**src/rtl/shift_add_responder.sv**
```systemverilog
// -----------------------------------------------------------------------------
// shift_add_responder
//
// Purpose:
//   Responder end of the start/ready operand handshake.  On an accepted start
//   it captures two unsigned WIDTH-bit operands and computes their 2*WIDTH-bit
//   product by iterative shift-and-add, one multiplier bit per clock.  The
//   result is presented on y (low half) and y_hi (high half) together with
//   ready.  The result outputs only ever change when an operation completes,
//   so an initiator may sample them on any cycle where ready is high.
//
// Optional feature (compile-time macro):
//   SHIFT_ADD_BUSY_ERR_EN  adds output busy_err, a registered one-cycle pulse
//                          following any clock edge at which start was high
//                          while an operation was already in flight.
//
// Ports:
//   clk       in   1      system clock, all state updates on the rising edge
//   rst       in   1      asynchronous, active-low reset
//   start     in   1      operation request, only honoured while idle
//   a         in   WIDTH  multiplicand, captured when start is accepted
//   b         in   WIDTH  multiplier, captured when start is accepted
//   y         out  WIDTH  product bits [WIDTH-1:0]
//   y_hi      out  WIDTH  product bits [2*WIDTH-1:WIDTH]
//   ready     out  1      idle, and y/y_hi hold the last completed result
//   busy_err  out  1      (SHIFT_ADD_BUSY_ERR_EN only) start seen while busy
//
// States:
//   IDLE | ready high; a start captures operands and launches an operation
//   CALC | one shift-and-add step per cycle, WIDTH steps in total
//   DONE | accumulator copied to y/y_hi, ready raised, back to IDLE
// -----------------------------------------------------------------------------
module shift_add_responder #(
  parameter int WIDTH = 8
) (
  input  logic             clk,
  input  logic             rst,
  input  logic             start,
  input  logic [WIDTH-1:0] a,
  input  logic [WIDTH-1:0] b,
  output logic [WIDTH-1:0] y,
  output logic [WIDTH-1:0] y_hi,
  output logic             ready
`ifdef SHIFT_ADD_BUSY_ERR_EN
  ,
  output logic             busy_err
`endif
);

  localparam int PW = 2 * WIDTH;
  // Counter must be able to hold the value WIDTH itself.
  localparam int CW = $clog2(WIDTH + 1);

  typedef enum logic [1:0] {
    IDLE = 2'd0,
    CALC = 2'd1,
    DONE = 2'd2
  } state_t;

  state_t           r_state;
  logic [PW-1:0]    r_mcand;
  logic [WIDTH-1:0] r_mplier;
  logic [PW-1:0]    r_acc;
  logic [CW-1:0]    r_cnt;
  logic [WIDTH-1:0] r_y;
  logic [WIDTH-1:0] r_y_hi;
  logic             r_ready;
`ifdef SHIFT_ADD_BUSY_ERR_EN
  logic             r_busy_err;
`endif

  // Partial-product step.  The accumulator is a full 2*WIDTH bits and the
  // multiplicand has been shifted at most WIDTH-1 places when its last bit is
  // added, so the sum can never exceed the product range.
  logic [PW-1:0] w_addend;
  logic [PW-1:0] w_acc_next;
  logic          w_last_step;

  assign w_addend    = r_mplier[0] ? r_mcand : '0;
  assign w_acc_next  = r_acc + w_addend;
  assign w_last_step = (r_cnt == CW'(1));

  always_ff @(posedge clk or negedge rst) begin
    if (!rst) begin
      r_state    <= IDLE;
      r_mcand    <= '0;
      r_mplier   <= '0;
      r_acc      <= '0;
      r_cnt      <= '0;
      r_y        <= '0;
      r_y_hi     <= '0;
      r_ready    <= 1'b1;
`ifdef SHIFT_ADD_BUSY_ERR_EN
      r_busy_err <= 1'b0;
`endif
    end else begin
`ifdef SHIFT_ADD_BUSY_ERR_EN
      // Any start arriving outside IDLE is dropped; flag it for one cycle.
      r_busy_err <= start && (r_state != IDLE);
`endif
      case (r_state)
        IDLE: begin
          if (start) begin
            r_mcand  <= {{WIDTH{1'b0}}, a};
            r_mplier <= b;
            r_acc    <= '0;
            r_cnt    <= CW'(WIDTH);
            r_ready  <= 1'b0;
            r_state  <= CALC;
          end
        end

        CALC: begin
          r_acc    <= w_acc_next;
          r_mcand  <= r_mcand << 1;
          r_mplier <= r_mplier >> 1;
          r_cnt    <= r_cnt - CW'(1);
          if (w_last_step) begin
            r_state <= DONE;
          end
        end

        DONE: begin
          // Only place the visible result changes: never a partial sum.
          r_y     <= r_acc[WIDTH-1:0];
          r_y_hi  <= r_acc[PW-1:WIDTH];
          r_ready <= 1'b1;
          r_state <= IDLE;
        end

        default: begin
          r_ready <= 1'b1;
          r_state <= IDLE;
        end
      endcase
    end
  end

  assign y     = r_y;
  assign y_hi  = r_y_hi;
  assign ready = r_ready;
`ifdef SHIFT_ADD_BUSY_ERR_EN
  assign busy_err = r_busy_err;
`endif

endmodule

```
**config.mk**
```make
export PLATFORM = sky130hd
export DESIGN_NAME = shift_add_responder
export DESIGN_NICKNAME = d
export VERILOG_FILES = /design/src/rtl/shift_add_responder.sv
export SDC_FILE = /design/constraint.sdc
export NUM_CORES = 1
export LEC_CHECK = 0
export CAP_MARGIN = 40
export CORE_MARGIN = 1
export CORE_UTILIZATION = 50
export DETAILED_ROUTE_END_ITERATION = 10
export DONT_BUFFER_PORTS = 1
export MAX_ROUTING_LAYER = met4
export PLACE_DENSITY = 0.7
export SETUP_SLACK_MARGIN = 0.02
export SLEW_MARGIN = 20
export SYNTH_ARGS = -nofsm -noshare
export SYNTH_HDL_FRONTEND = slang
export SYNTH_SLANG_ARGS = --single-unit
```
**constraint.sdc**
```tcl
create_clock -name clk -period 3.4 [get_ports clk]
set_clock_uncertainty 0.2 [all_clocks]
set_input_delay 0.34 -clock clk [delete_from_list [all_inputs] [get_ports clk]]
set_output_delay 0.34 -clock clk [all_outputs]
set_load 0.005 [all_outputs]
```
# Word-level counts from Yosys, hierarchy flattened
# Index checks and enable logic that the tools add are counted.
[op_classes] add_sub_neg=2 mul=0 div_mod_pow=0 order_cmp=0 eq_ne=5 shifts=0 mux=14 n_bitwise=1 reduce_logical=5
[ops] op="$pmux 16 s2" count=2
[ops] op="$mux 16" count=3
[ops] op="$add 16x16->16" count=1
[ops] op="$pmux 8 s2" count=1
[ops] op="$mux 8" count=1
[ops] op="$pmux 4 s2" count=1
[ops] op="$reduce_and 2->1" count=3
[ops] op="$eq 4x1->1 const B" count=1
[ops] op="$mux 2" count=2
[ops] op="$mux 4" count=1
[ops] op="$ne 2x2->1 const B" count=2
[ops] op="$pmux 2 s2" count=1
[ops] op="$sub 4x1->4 const B" count=1
[ops] op="$eq 2x1->1 const B" count=1
[ops] op="$eq 2x2->1 const B" count=1
[ops] op="$logic_not 2->1" count=1
[ops] op="$pmux 1 s2" count=1
[ops] op="$reduce_bool 2->1" count=1
[ops] op="$mux 1" count=1
[ops] op="$not 1->1" count=1
[word_totals] ff_bits=63 latchBits=0 ram_bits=0 rom_bits=0 inputBits=19 output_inout_bits=17 n_memories=0

# Depth between registers and ports, before layout
[depth] ltp_word=3 depth_mapped=11 depth_no_buf=10

# Worst setup path before layout
# No wires, ideal clock.
[synth_timing] path_type="register to register" start="register r_mplier[0]" end="register r_acc[8]" setup_time_ns=0.126 t_arrival_ns=2.380 t_required_ns=3.074 path_slack_ns=0.693 path_stages_with_launch=12 cell_sequence="dfrtp_1 clkbuf_1 and2_1 ha_1 inv_1 fa_1 nand2b_1 a21oi_1 o21ai_1 and2_1 o2111a_1 a221o_1"
[synth_between] elab_chain_cells=3
[synth_rtl] item="from (decl)" line_no="62" source="logic [WIDTH-1:0] r_mplier;"
[synth_rtl] item="from (signal assigned)" line_no="116" source="r_mplier <= r_mplier >> 1;"
[synth_rtl] item="$mux 16" line_no="79" source="assign w_addend = r_mplier[0] ? r_mcand : '0;"
[synth_rtl] item="$add 16x16->16" line_no="80" source="assign w_acc_next = r_acc + w_addend;"
[synth_rtl] item="$pmux 16 s2" line_no="101" source="case (r_state)"
[synth_rtl] item="to (signal assigned)" line_no="114" source="r_acc <= w_acc_next;"
[synth_rtl] item="to (decl)" line_no="63" source="logic [PW-1:0] r_acc;"
# Every way passes these cells.
# A chain may end at the register's enable or synchronous reset.

# Worst setup path after layout
# Same ends and word-level chain as after synthesis.

==> flow_metrics.py <==
metrics = {
    "synthesis": {
        "yosysTopAreaCell": "dfrtp_1",
        "synthCells": 360,
        "syn_area_per_cell_um2": 9.77,
        "ys_async_sr_fraction_pct": 100,
        "synth_top_family_by_area": "compound AO/OA/AOI/OAI gates",
        "ys_types": 53,
        "synth-main-ff-cell": "dfrtp_1",
        "synthMuxAreaShare_pct": 5.94,
        "post_synth_and_or_nand_nor_area_fraction_pct": 15.5,
        "yosysSeqAreaShare_pct": 44.8,
        "synth_warnings": 0,
        "ys_seq_elements": 63,
        "synth_edf_count": 0,
        "syn-cell-area_um2": 3520,
        "synth-adder-area-share_pct": 6.61,
        "synth_area_leaders": "dfrtp_1 (44%), ha_1 (6.0%), o21ai_0 (5.4%), mux2_2 (4.8%), nand2_1 (3.9%)",
        "synth_compound_area_share_pct": 20.4,
        "synthXorXnorAreaFrac_pct": 2.24,
        "synth_fp_nets": 397,
        "synthDominantCellAreaShare_pct": 44.1,
    },
    "floorplanning": {
        "initial_core_util_pct": 51.8,
        "die_area_um2": 7380,
        "die_h_um": 85.9,
        "io_pins": 36,
        "rows": 30,
        "die_w_um": 85.9,
        "coreArea_um2": 6790,
    },
    "final_layout": {
        "layout.cells.non_filler": 470,
        "multi_input_area_um2": 1790,
        "final-seq-area_um2": 1580,
        "num-fill-cells": 589,
        "fin_area_um2": 3970,
        "final_util_pct": 58.4,
        "drive_gt1_share_pct": 12.8,
        "antennaDiodeCount": 0,
        "nets": 406,
        "syn2layout_area_growth_pct": 12.7,
    },
    "run_status": {
        "status": "finished, final reports clean",
    },
    "setup_path": {
        "r2r-start": "r_mplier[0]",
        "worst-path-max-fanout": 6,
        "cp_common_cell": "and2_1",
        "end_kind": "flip-flop",
        "r2r_end": "r_acc[8]",
        "worstSetupPathType": "flip-flop to flip-flop",
        "r2r_cells": 10,
        "arrival_ns": 2.72,
        "path_delay_family": "compound AO/OA/AOI/OAI gates",
        "path_buf_inv": 1,
        "crit_path_top_delay_cell": "dfrtp_1",
        "critPathLaunchType": "flip-flop",
        "cp_data_required_time_ns": 3.43,
        "path_cells": "and2_1, ha_1, inv_1, fa_1, nand2b_1, a21oi_1, o21ai_1, and2_1, o2111a_1, a221o_1",
        "reg2reg_slack_ns": 0.71,
        "cpPeakStageDelay_ns": 0.41,
    },
    "sta": {
        "clock.fmax_mhz": 372,
        "maxSlewViolCount": 0,
        "worstMarginPinSlew_ns": 0.703,
        "rsz0062_at_grt": "false",
        "fin_ws_ns": 0.709,
        "setup_viol": 0,
        "fin_tns_setup_ns": 0,
        "hold_viol": 0,
        "relSlewSlack_pct": 53.0,
        "finalWorstPathRequiredPeriod_ns": 2.69,
        "finalCritPeriodShare_pct": 79.2,
    },
    "place": {
        "dp.cells": 439,
        "place_area_um2": 3580,
        "dpl.hpwl_mm": 5.14,
        "post-place-ws_ns": 0.739,
        "gp_congestion": 0.814,
        "io_buffers": 0,
    },
    "clock_tree": {
        "cts.htree.levels": 3,
        "cts_buffers": 9,
        "path_clk_slew_ns": 0.08,
        "worst_skew_pair.late_latency_ns": 0.35,
        "cts_sinks": 63,
        "cts_tree": "yes",
        "clock_path_buffers": 2,
        "cts_setup_buffers": 0,
        "cts-root-buf": "clkbuf_8",
    },
    "power": {
        "power.leakage_nw": 1.79,
        "p_per_area_nw_per_um2": 799,
        "ir_drop_uv": 417,
    },
    "worst_hold_path": {
        "hold_end": "r_mplier[0]",
        "hold_depth": 2,
        "hp-class": "input pin to flip-flop",
        "min-delay-start": "b[0]",
    },
    "flow_run": {
        "maxCapViolCount": 0,
    },
    "detailed_routing": {
        "drc": 0,
        "wl_per_cell_um": 16.1,
        "wirelength_mm": 7.58,
        "drtPass1Iterations": 4,
        "vias": 2675,
        "drt-initial-drc-count": 145,
        "final_antenna_net_count": 0,
        "via_per_inst": 5.69,
    },
    "global_route": {
        "track_usage_pct": 23.4,
        "grt_pass1_wl_mm": 12.8,
        "grt_pass1_vias": 2601,
        "grt-ovfl-total": 0,
        "antenna_found_initial": 0,
        "grt_max_degree": 64,
    },
}
[flip-flops by register name (all words and copies together) (netlist names)]
signal    count
r_state       2
ready         1
r_mplier      8
r_mcand      16
y_hi          8
r_cnt         4
y             8
r_acc        16
[per-stage QoR]
step                hold WS, ns  total power, mW
floorplan                -0.156             2.16
global placement         -0.154             2.38
detailed placement       -0.154             2.42
CTS                     0.00522             3.19
global route             0.0250             3.42
finish                  0.00385             3.17
[layer usage]
metal | wire length [um] | vias up | GRT usage (%)
met1 | 3450 | 1279 | 30.0
met5 | 0 | - | -
met4 | 178 | 0 | 10.8
met2 | 3580 | 76 | 35.4
met3 | 365 | 18 | 5.10
li1 | - | 1302 | -
[power by group]
group          internal (mW)  total [mW]  switching [mW]
clock                  0.413       0.734           0.321
sequential              1.04        1.30           0.263
combinational          0.518        1.13           0.615
total                   1.97        3.17            1.20
[cell type report]
type | count | share of cell area, %
Clock buffer | 9 | 3.12
Clock inverter | 7 | 2.46
Inverter | 11 | 1.04
Multi-Input combinational cell | 264 | 45.2
Sequential cell | 63 | 39.8
Tap cell | 96 | 3.03
Timing Repair Buffer | 20 | 5.36
[cells in the final DEF (no fill, tap or decap), types with 3 or more instances in the layout]
| cell | instances |
|---|---|
| mux2i_1 | 4 |
| buf_4 | 4 |
| a211oi_1 | 4 |
| clkbuf_8 | 9 |
| a22oi_1 | 10 |
| mux2_2 | 15 |
| o21ai_0 | 38 |
| nand3_1 | 6 |
| and2_1 | 16 |
| a21o_1 | 4 |
| dlygate4sd3_1 | 14 |
| dfrtp_1 | 62 |
| xnor2_1 | 3 |
| a21oi_1 | 25 |
| nor2_1 | 11 |
| nand2b_1 | 4 |
| inv_1 | 11 |
| nor2b_1 | 13 |
| o21ai_1 | 5 |
| nand2_1 | 37 |
| and3_1 | 3 |
| a22o_1 | 9 |
| ha_1 | 17 |
| xor2_1 | 6 |
[cell families after synthesis]
group                    after synthesis
AO/OA/AOI/OAI                        114
XOR/XNOR                               9
adder cells (fa/ha/maj)               18
buffers and inverters                 33
flip-flops                            63
multiplexers                          19
AND/OR/NAND/NOR                      104
[worst max-delay path by stage]
stage                            from  depth (start not counted)   endpoint
after global placement    r_mplier[0]                          9  r_acc[15]
after detailed placement  r_mplier[0]                         10   r_acc[8]
after CTS                 r_mplier[0]                         10   r_acc[8]
after global routing      r_mplier[0]                         10   r_acc[8]
final                     r_mplier[0]                         10   r_acc[8]
after floorplan           r_mplier[0]                         11   r_acc[8]
[cell usage after synthesis, types with 4 or more instances]
| cell | n |
|---|---|
| dfrtp_1 | 62 |
| o21ai_0 | 38 |
| nand2_1 | 37 |
| a21oi_1 | 25 |
| ha_1 | 17 |
| and2_1 | 16 |
| mux2_2 | 15 |
| nor2b_1 | 14 |
| clkbuf_1 | 11 |
| inv_1 | 11 |
| nor2_1 | 11 |
| a22oi_1 | 10 |
| a22o_1 | 9 |
| buf_2 | 8 |
| nand3_1 | 6 |
| xor2_1 | 6 |
| o21ai_1 | 5 |
| a211oi_1 | 4 |
| a21o_1 | 4 |
| mux2i_1 | 4 |
| nand2b_1 | 4 |
[what timing repair did]
action | CTS | global route
hold buffers | 14 | 1
hold endpoints to repair | 75 | 1
setup endpoints to repair | 0 | 0
gates resized for setup | 0 | 0
(Power assumes the default switching activity.)
